### src/rtl/instr_sequencer_pkg.sv
// Shared definitions for the CU program sequencer: instruction classes,
// sequencer state encoding and default hold lengths.
package instr_sequencer_pkg;

    // Instruction class field values (top two bits of every word)
    typedef enum logic [1:0] {
        CLS_HALT  = 2'b00,
        CLS_STD   = 2'b01,
        CLS_LOAD  = 2'b10,
        CLS_STORE = 2'b11
    } instr_cls_e;

    // Sequencer states
    typedef enum logic [2:0] {
        ST_IDLE  = 3'd0,
        ST_FETCH = 3'd1,
        ST_LOAD  = 3'd2,
        ST_HOLD  = 3'd3,
        ST_HALT  = 3'd4
    } seq_state_e;

    localparam int unsigned DEF_INSTR_WIDTH = 20;
    localparam int unsigned DEF_PC_BITS     = 5;
    localparam int unsigned DEF_STD_CYC     = 3;
    localparam int unsigned DEF_LOAD_CYC    = 4;
    localparam int unsigned DEF_STORE_CYC   = 3;

endpackage

### src/rtl/instr_sequencer.sv
// Program sequencer: fetches words from a synchronous instruction ROM and holds
// each on `instr` for the number of cycles its class occupies in the CU FSM.
module instr_sequencer
    import instr_sequencer_pkg::*;
#(
    parameter int unsigned INSTR_WIDTH = DEF_INSTR_WIDTH,
    parameter int unsigned PC_BITS     = DEF_PC_BITS,
    parameter int unsigned STD_CYC     = DEF_STD_CYC,
    parameter int unsigned LOAD_CYC    = DEF_LOAD_CYC,
    parameter int unsigned STORE_CYC   = DEF_STORE_CYC
) (
    input  logic                   clk,
    input  logic                   rst,
    input  logic                   start,
    input  logic                   stall,
    output logic                   imem_en,
    output logic [PC_BITS-1:0]     imem_addr,
    input  logic [INSTR_WIDTH-1:0] imem_data,
    output logic [INSTR_WIDTH-1:0] instr,
    output logic                   instr_valid,
    output logic [PC_BITS-1:0]     pc,
    output logic                   busy,
    output logic                   halted
);

    localparam int unsigned MAX_CYC =
        (STD_CYC >= LOAD_CYC) ? ((STD_CYC >= STORE_CYC) ? STD_CYC : STORE_CYC)
                              : ((LOAD_CYC >= STORE_CYC) ? LOAD_CYC : STORE_CYC);
    localparam int unsigned CNT_W = (MAX_CYC > 2) ? $clog2(MAX_CYC) : 1;

    // Remaining hold cycles after the first, per instruction class
    function automatic logic [CNT_W-1:0] hold_cnt(input instr_cls_e cls);
        case (cls)
            CLS_STD:   return CNT_W'(STD_CYC - 1);
            CLS_LOAD:  return CNT_W'(LOAD_CYC - 1);
            CLS_STORE: return CNT_W'(STORE_CYC - 1);
            default:   return '0;
        endcase
    endfunction

    seq_state_e             state_q, state_d;
    logic [PC_BITS-1:0]     pc_q, pc_d;
    logic [PC_BITS-1:0]     addr_q, addr_d;
    logic [CNT_W-1:0]       cnt_q, cnt_d;
    logic [INSTR_WIDTH-1:0] instr_q, instr_d;
    logic                   valid_q, valid_d;
    logic                   en_q, en_d;
    logic                   busy_q, busy_d;
    logic                   halted_q, halted_d;
    instr_cls_e             cls;

    assign cls = instr_cls_e'(imem_data[INSTR_WIDTH-1 -: 2]);

    // Next-state, PC, counter and registered-output decode
    always_comb begin
        state_d  = state_q;
        pc_d     = pc_q;
        addr_d   = addr_q;
        cnt_d    = cnt_q;
        instr_d  = instr_q;

        case (state_q)
            ST_IDLE, ST_HALT: begin
                if (start) begin
                    state_d = ST_FETCH;
                    pc_d    = '0;
                    addr_d  = '0;
                end
            end
            ST_FETCH: begin
                state_d = ST_LOAD;
            end
            ST_LOAD: begin
                instr_d = imem_data;
                if (cls == CLS_HALT) begin
                    state_d = ST_HALT;
                end else begin
                    state_d = ST_HOLD;
                    cnt_d   = hold_cnt(cls);
                end
            end
            ST_HOLD: begin
                // stall freezes the countdown even when it has reached zero
                if (!stall) begin
                    if (cnt_q != '0) begin
                        cnt_d = cnt_q - CNT_W'(1);
                    end else begin
                        pc_d    = pc_q + PC_BITS'(1);
                        addr_d  = pc_q + PC_BITS'(1);
                        state_d = ST_FETCH;
                    end
                end
            end
            default: begin
                state_d = ST_IDLE;
            end
        endcase

        en_d     = (state_d == ST_FETCH);
        valid_d  = (state_d == ST_HOLD);
        busy_d   = (state_d == ST_FETCH) || (state_d == ST_LOAD) || (state_d == ST_HOLD);
        halted_d = (state_d == ST_HALT);
    end

    // State, PC, counter and output registers; reset aborts any instruction
    always_ff @(posedge clk or negedge rst) begin
        if (!rst) begin
            state_q  <= ST_IDLE;
            pc_q     <= '0;
            addr_q   <= '0;
            cnt_q    <= '0;
            instr_q  <= '0;
            valid_q  <= 1'b0;
            en_q     <= 1'b0;
            busy_q   <= 1'b0;
            halted_q <= 1'b0;
        end else begin
            state_q  <= state_d;
            pc_q     <= pc_d;
            addr_q   <= addr_d;
            cnt_q    <= cnt_d;
            instr_q  <= instr_d;
            valid_q  <= valid_d;
            en_q     <= en_d;
            busy_q   <= busy_d;
            halted_q <= halted_d;
        end
    end

    assign imem_en     = en_q;
    assign imem_addr   = addr_q;
    assign instr       = instr_q;
    assign instr_valid = valid_q;
    assign pc          = pc_q;
    assign busy        = busy_q;
    assign halted      = halted_q;

endmodule

### config.mk
export PLATFORM = sky130hd
export DESIGN_NAME = instr_sequencer
export DESIGN_NICKNAME = d
export VERILOG_FILES = /design/src/rtl/instr_sequencer_pkg.sv /design/src/rtl/instr_sequencer.sv
export SDC_FILE = /design/constraint.sdc
export NUM_CORES = 1
export LEC_CHECK = 0
export ABC_AREA = 0
export CAP_MARGIN = 20
export CORE_MARGIN = 2
export CORE_UTILIZATION = 35
export CTS_BUF_LIST = sky130_fd_sc_hd__clkbuf_16
export DETAILED_ROUTE_END_ITERATION = 16
export GPL_ROUTABILITY_DRIVEN = 0
export PLACE_DENSITY_LB_ADDON = 0.15
export SYNTH_ARGS = -nofsm -noshare
export SYNTH_HDL_FRONTEND = slang
export SYNTH_SLANG_ARGS = --single-unit
export TNS_END_PERCENT = 1
### constraint.sdc
create_clock -name clk -period 2.1 [get_ports clk]
set_input_delay 0.21 -clock clk [delete_from_list [all_inputs] [get_ports clk]]
set_output_delay 0.21 -clock clk [all_outputs]
set_load 0.1 [all_outputs]
==> run metrics, run 1 <==
Cell Area, Synth 1510 sq um; commonest non-fill, non-tap cell in the layout buf_4; clock-pin slew on the worst setup and hold paths 0.05 ns; Yosys reg bits 34; # port buffers 57; Synth async-reset ratio 100%; Synth-to-Final Area Change 40.3%; Avg WL per Cell 13.4 microns; Clock Skew 0.00346 ns; Hold Crit Class in2async; # fillers 379; xor and xnor area share after synthesis 0%; crit path DAT 1.79 ns; clock sinks 34; Initial Utilization 37.0%; gr usage total 12.6%; Die Area 4860 sq um; CTS max path bufs 2; Routed Antenna Nets 0; 1st-iter DRT viols 26; H-tree levels 2; worst skew pair latency 0.27 ns; drc violations 0; detailed-route wire length 2980 microns; Cells after Synth 117; Synth Area in Simple Gates 13.1%; Die Height 69.7 microns; complex-gate fraction of the synthesized area 5.62%; # diodes 0; largest family of logic cells by synthesized area multiplexers; area post-placement 1980 sq um; Placeable Area 4090 sq um; CP Data Required Time 2.25 ns; EDFF count, synth 0; # rows 23; antenna violations before repair 0; Root Driver clkbuf_16; crit path kind reg2reg; Hold Violations, Final 0; syn_area_per_cell 12.9 sq um; CTS tree yes; RSZ-0062 raised after global routing no; IO Count 58; maximum clock rate 610 MHz; # Post-CTS Setup Buffers 0; design area 2120 sq um; CTS buffer count 5; slew margin rel. 61.2%; register area share after synthesis 56.2%; mux share of post-synthesis cell area 16.9%; commonest cells after routing, fill and taps aside buf_4, dfrtp_1, clkdlybuf4s50_1, mux2_2, nand2_1; Area contributors post-synth dfrtp_1, mux2_2, buf_6; crit path cell chain nand2b_2 > nor2_4 > mux2_2; slew of the pin with the lowest slew margin 0.580 ns; CP startpoint kind flip-flop; Yosys cell types 36; Final Critical Period 1.64 ns; dominant cell type by area after synthesis dfrtp_1; DRT Pass-1 Iters 4; final setup fails 0; status complete, no violations; DP Wirelength 2150 microns; top_reg_cell synth dfrtp_1; Nets 198; maxcap violations 0; Worst setup EP type flip-flop; Max Slew Vio Count 0; post-synth top area share 56.2%; Vias/cell 4.78; grt total ovfl 0; pin count of the biggest net entering global routing 35; CP max stage delay 0.47 ns; vias in the first global route 1062; layout cell share with drive strength beyond 1 39.9%; slowest cell on the critical path nor2_4; CTS resizes 0; yosys warns 0; Syn Nets 143; vias 1066; first-pass GRT wire length 4950 microns; cts hold-fix bufs 0; Die W 69.7 microns; setup_tns 0 ns; Crit Path Max Fanout 20; period utilization 78.0%; Post-Synth Adder-Cell Area 1.65%
## metrics by stage
stage	instances	setup slack [ns]	hold WS [ns]	util [%]
floorplan	117	0.395	-0.0856	-
global placement	215	0.498	0.492	48.5
detailed placement	215	0.460	0.497	48.5
CTS	223	0.451	0.367	51.9
global route	223	0.361	0.399	51.9
finish	223	0.462	0.346	51.9
## synth_stat cells (2+ instances only)
master,number
a21oi_1,3
buf_4,5
buf_6,4
dfrtp_1,34
ha_1,2
inv_1,3
mux2_2,20
mux2i_1,3
nand2_1,7
nand3_1,2
nand3b_1,2
nand4_1,2
nor2_1,6
o21ai_0,2
## sequential cells by signal, summed over array words and instances, names as in the netlist
name	cells
busy	1
cnt_q	2
halted	1
imem_addr	5
imem_en	1
instr	20
instr_valid	1
state_q	3
## final timing paths
check | slack [ns] | to | cells past startpoint | start
worst max-delay path | 0.46 | instr[4] | 3 | state_q[2]
worst min-delay path | 0.35 | cnt_q[1] | 2 | rst
worst max register to register | 0.46 | instr[4] | 3 | state_q[2]
worst min register to register | 0.50 | instr[15] | 1 | instr[15]
max in group asynchronous | 1.44 | imem_addr[3] | 2 | rst
min in group clk | 0.50 | instr[15] | 1 | instr[15]
## kinds of logic after synthesis
family          Yosys count
flops                    34
fa+ha+maj                 2
mux                      23
simple gates             32
compound gates           13
buf+inv                  13
## critical path: cells and delay by family, from the launching register on
kind | cells | cell delay, ns
muxes | 1 | 0.40
DFF | 1 | 0.40
and+or+nand+nor | 2 | 0.71
## routing by layer
layer  routed length, microns  up-vias  track usage [%]
met2                     1470       36             21.0
met3                      192        2             4.22
met1                     1310      506             15.6
met5                        0        -                0
li1                         -      522                -
met4                       17        0             3.21
## cell type report
class / count / area [sq um] / share of cell area, %
Clock buffer: 5 / 125 / 5.90
Clock inverter: 3 / 16.3 / 0.767
Inverter: 3 / 11.3 / 0.531
Multi-Input combinational cell: 70 / 563 / 26.5
Sequential cell: 34 / 851 / 40.1
Tap cell: 50 / 62.6 / 2.95
Timing Repair Buffer: 58 / 493 / 23.2
Power of run 1 is not shown: default switching activity piles up to over one toggle a cycle in this logic, so the estimate is an artifact.
==> run 2: changes to the inputs <==
Clock period 2.1 ns to 1.6 ns, I/O delays scaled along.
==> run 2 against run 1 <==
Net effect:
- worst hold slack worse by 0.058 ns
- worst setup slack got worse by 0.32 ns
- first-iteration DRC count is 46% higher
- sequential share of layout area is 7.3 points lower
- register-to-register slack lost 0.32 ns
- fmax grew 12%
- largest cell class is now non-clock buffers
- flip-flop and latch count did not move
- critical path depth up 2
- global-route usage rose by 3.0 points
- routed wire length grew 14%
- clock skew grew 0.0020 ns
- critical endpoint is now imem_addr[3]
- highest routed layer unchanged
- non-clock buffer count up 3
==> run metrics, run 2 (synthesis gave the netlist of run 1 again) <==
# Post-CTS Setup Buffers 0 (unchanged); pin count of the biggest net entering global routing 35 (unchanged); CTS max path bufs 2 (unchanged); layout cell share with drive strength beyond 1 41.1% (was 39.9%); slew margin rel. 71.4% (was 61.2%); Die W 69.7 microns (unchanged); final setup fails 0 (unchanged); slowest cell on the critical path dfrtp_1 (was nor2_4); worst hold slack 0.288 ns (was 0.346 ns); maximum clock rate 686 MHz (was 610 MHz); vias 1099 (was 1066); clock-pin slew on the worst setup and hold paths 0.05 ns (about the same); slew of the pin with the lowest slew margin 0.429 ns (was 0.580 ns); CTS resizes 0 (unchanged); crit path cell chain inv_1 > ha_1 > and4b_1 > nand4_1 > mux2i_1 (was nand2b_2 > nor2_4 > mux2_2); RSZ-0062 raised after global routing no (unchanged); detailed-route wire length 3400 microns (was 2980 microns); Hold Crit Class in2async (unchanged); H-tree levels 2 (unchanged); commonest cells after routing, fill and taps aside buf_12, dfrtp_1, clkdlybuf4s50_1, mux2_2, nand2_1 (was buf_4, dfrtp_1, clkdlybuf4s50_1, mux2_2, nand2_1); Vias/cell 4.88 (was 4.78); Max Slew Vio Count 0 (unchanged); grt total ovfl 0 (unchanged); CTS buffer count 5 (unchanged); # diodes 0 (unchanged); gr usage total 15.6% (was 12.6%); drc violations 0 (unchanged); DRT Pass-1 Iters 2 (was 4); Synth-to-Final Area Change 72.0% (was 40.3%); Crit Path Max Fanout 7 (was 20); # rows 23 (unchanged); Die Area 4860 sq um (unchanged); CP startpoint kind flip-flop (unchanged); status complete, no violations (unchanged); number of flip-flops under the largest register name 20 (unchanged); Avg WL per Cell 15.1 microns (was 13.4 microns); CP Data Required Time 1.75 ns (was 2.25 ns); CP max stage delay 0.42 ns (was 0.47 ns); Worst setup EP type flip-flop (unchanged); 1st-iter DRT viols 38 (was 26); r2r worst-path depth 5 (was 3); Nets 201 (was 198); CTS tree yes (unchanged); IO Count 58 (unchanged); commonest non-fill, non-tap cell in the layout buf_12 (was buf_4); # port buffers 57 (unchanged); Die Height 69.7 microns (unchanged); worst skew pair latency 0.28 ns (was 0.27 ns); Initial Utilization 37.0% (unchanged); Routed Antenna Nets 0 (unchanged); Clock Skew 0.00545 ns (was 0.00346 ns); first-pass GRT wire length 5750 microns (was 4950 microns); Root Driver clkbuf_16 (unchanged); cts hold-fix bufs 0 (unchanged); Placeable Area 4090 sq um (unchanged); maxcap violations 0 (unchanged); Final Critical Period 1.46 ns (was 1.64 ns); crit path kind reg2reg (unchanged); period utilization 91.1% (was 78.0%); Hold Violations, Final 0 (unchanged); DP Wirelength 2540 microns (was 2150 microns); design area 2600 sq um (was 2120 sq um); crit path DAT 1.61 ns (was 1.79 ns); antenna violations before repair 0 (unchanged); vias in the first global route 1152 (was 1062); area post-placement 2440 sq um (was 1980 sq um); clock sinks 34 (unchanged)
[run 2: cell type report]
class | instances | area [sq um]
flip-flops and latches | 34 | 852
repair buffers | 61 | 953
well taps | 50 | 62.6
inverters | 3 | 11.3
multi-input cells | 70 | 563
fillers | 328 | 1490
clock inverters | 2 | 33.8
clock buffers | 5 | 125
[run 2: worst paths after layout]
kind / start / to / slack, ns
setup / recovery: cnt_q[0] / imem_addr[3] / 0.14
hold / removal: rst / imem_en / 0.29
setup reg to reg: cnt_q[0] / imem_addr[3] / 0.14
hold reg to reg: cnt_q[1] / cnt_q[1] / 0.56
max in group asynchronous: rst / imem_addr[2] / 0.99
min in group clk: imem_data[7] / instr[7] / 0.49
[run 2: per-stage QoR]
| stage | TNS [ns] | cells | setup WS [ns] | util (%) |
|---|---|---|---|---|
| 2_1_floorplan | -0.0621 | 117 | -0.0621 | - |
| 3_3_place_gp | 0 | 218 | 0.161 | 59.8 |
| 3_5_place_dp | 0 | 218 | 0.116 | 59.8 |
| 4_1_cts | 0 | 225 | 0.148 | 63.7 |
| 5_1_grt | 0 | 225 | 0.0611 | 63.7 |
| 6_report | 0 | 225 | 0.142 | 63.7 |
[run 2: layer usage]
metal / routed length, microns / global-route usage (%) / vias up
met5: 0 / 0 / -
met4: 120 / 9.83 / 0
met3: 229 / 6.40 / 15
met2: 1750 / 24.5 / 44
met1: 1300 / 17.5 / 522
li1: - / - / 518
[run 2: worst max-delay path, delay by kind of cell (launching register included)]
family | cells | cell delay [ns]
adders and majority gates | 1 | 0.27
DFF | 1 | 0.42
buffers and inverters | 1 | 0.08
muxes | 1 | 0.15
and+or+nand+nor | 2 | 0.41
Power of run 2 is left out for the same reason.
==> variant, RTL diff (settings of run 1) <==
The 5 states of `seq_state_e` get a one-hot encoding in 5 bits.
--- a/src/rtl/instr_sequencer_pkg.sv
+++ b/src/rtl/instr_sequencer_pkg.sv
@@ -13,8 +13,8 @@
     // Sequencer states
-    typedef enum logic [2:0] {
-        ST_IDLE  = 3'd0,
-        ST_FETCH = 3'd1,
-        ST_LOAD  = 3'd2,
-        ST_HOLD  = 3'd3,
-        ST_HALT  = 3'd4
+    typedef enum logic [4:0] {
+        ST_IDLE  = 5'b00001,
+        ST_FETCH = 5'b00010,
+        ST_LOAD  = 5'b00100,
+        ST_HOLD  = 5'b01000,
+        ST_HALT  = 5'b10000
     } seq_state_e;
Check against the original RTL: no difference found for any inputs over 10 cycles, from zero or initial values and one cycle with rst low; not proved beyond that.
==> variant against run 1 <==
Wire length is 20% higher; final area is 7.1% higher; synthesized area is 4.7% higher; sequential cell count is 2 higher; global-route usage is 2.9 points higher; setup slack worse by 290 ps.
Power is left out: the tool's default activity adds up to more than one toggle a clock period on the data nets, which glitch-free logic cannot reach.
==> variant: results <==
set metrics [dict create \
    status "completed" \
    grt_pass1_wl_um 6120 \
    ys_seq_area_share_pct 57.0 \
    root_buffer "clkbuf_16" \
    fin_nets 250 \
    htree_levels 2 \
    fin_skew_ps 3.09 \
    clk_path_buf_depth 2 \
    grtUsageTotal_pct 15.5 \
    relSlewSlack_pct 46.8 \
    dpl.hpwl_um 2580 \
    synthTopCellsByArea "dfrtp_1 (55%), nand2_1 (14%), buf_4 (2.4%)" \
    synthesis.nets 194 \
    synthTopCellsByCount "nand2_1 (60), dfrtp_1 (35), nor2_1 (7), o21ai_0 (7), inv_1 (6)" \
    drive_gt1_share_pct 22.2 \
    hp-class "in2async" \
    synthArstFlopShare_pct 100 \
    drtIter0Drc 51 \
    synth.distinct_cells 35 \
    finalWirelength_um 3580 \
    critPathMaxFanout 11 \
    post-cts-setup-buffers 0 \
    dpl.cell_count 269 \
    vias_per_cell 4.79 \
    grt_start_max_net_pins 37 \
    synth_cells 168 \
    n_antenna_cell 0 \
    antenna_found_initial 0 \
    cts_buffers 5 \
    numPortBuffers 57 \
    drt-pass1-iter-count 4 \
    worstPathArrival_ps 2090 \
    grt_pass1_vias 1304 \
    wl_per_cell_um 12.9 \
]
==> variant: layer usage <==
metal	track usage, %	share of wire (%)
met2	25.1	48
met5	0	0
met1	19.6	45
met3	5.06	5.5
met4	5.03	1.4
==> variant: kinds of logic after synthesis <==
group / after synthesis / synth area share [%]
fa+ha+maj: 2 / 1.58
buf+inv: 18 / 5.69
flops: 36 / 57.0
compound gates: 21 / 9.32
xor+xnor: 4 / 2.21
simple gates: 87 / 24.3
==> variant: metrics by stage <==
step                      cell area [µm²]  setup WS, ps  util [%]
after floorplan                      1580           153         -
after global placement               2110           223      48.4
after detailed placement             2110           162      48.4
after CTS                            2270           151      52.2
after global routing                 2270          37.8      52.2
final                                2270           167      52.2
==> variant: worst max-delay path: stages, from the launching register on <==
cell and delay (ps):
dfrtp_1 430, or3_1 500, or3b_2 540, buf_4 200
nand2_1 60, o21ai_0 70
==> variant: worst paths after layout <==
check	startpoint	end	slack [ps]	cells after the start
max	state_q[1]	instr[18]	170	5
min	rst	imem_en	20	1
max reg2reg	state_q[1]	instr[18]	170	5
min reg2reg	instr[3]	instr[3]	470	2
max in group asynchronous	rst	cnt_q[0]	1570	1
min in group clk	imem_data[12]	instr[12]	460	3
==> variant: area by class of cell <==
class                   instances  area, µm²
fillers                       381       2080
flip-flops and latches         36        902
multi-input cells             114        597
repair buffers                 61        523
clock buffers                   5        125
well taps                      52       65.1
clock inverters                 3       37.5
inverters                       6       22.5
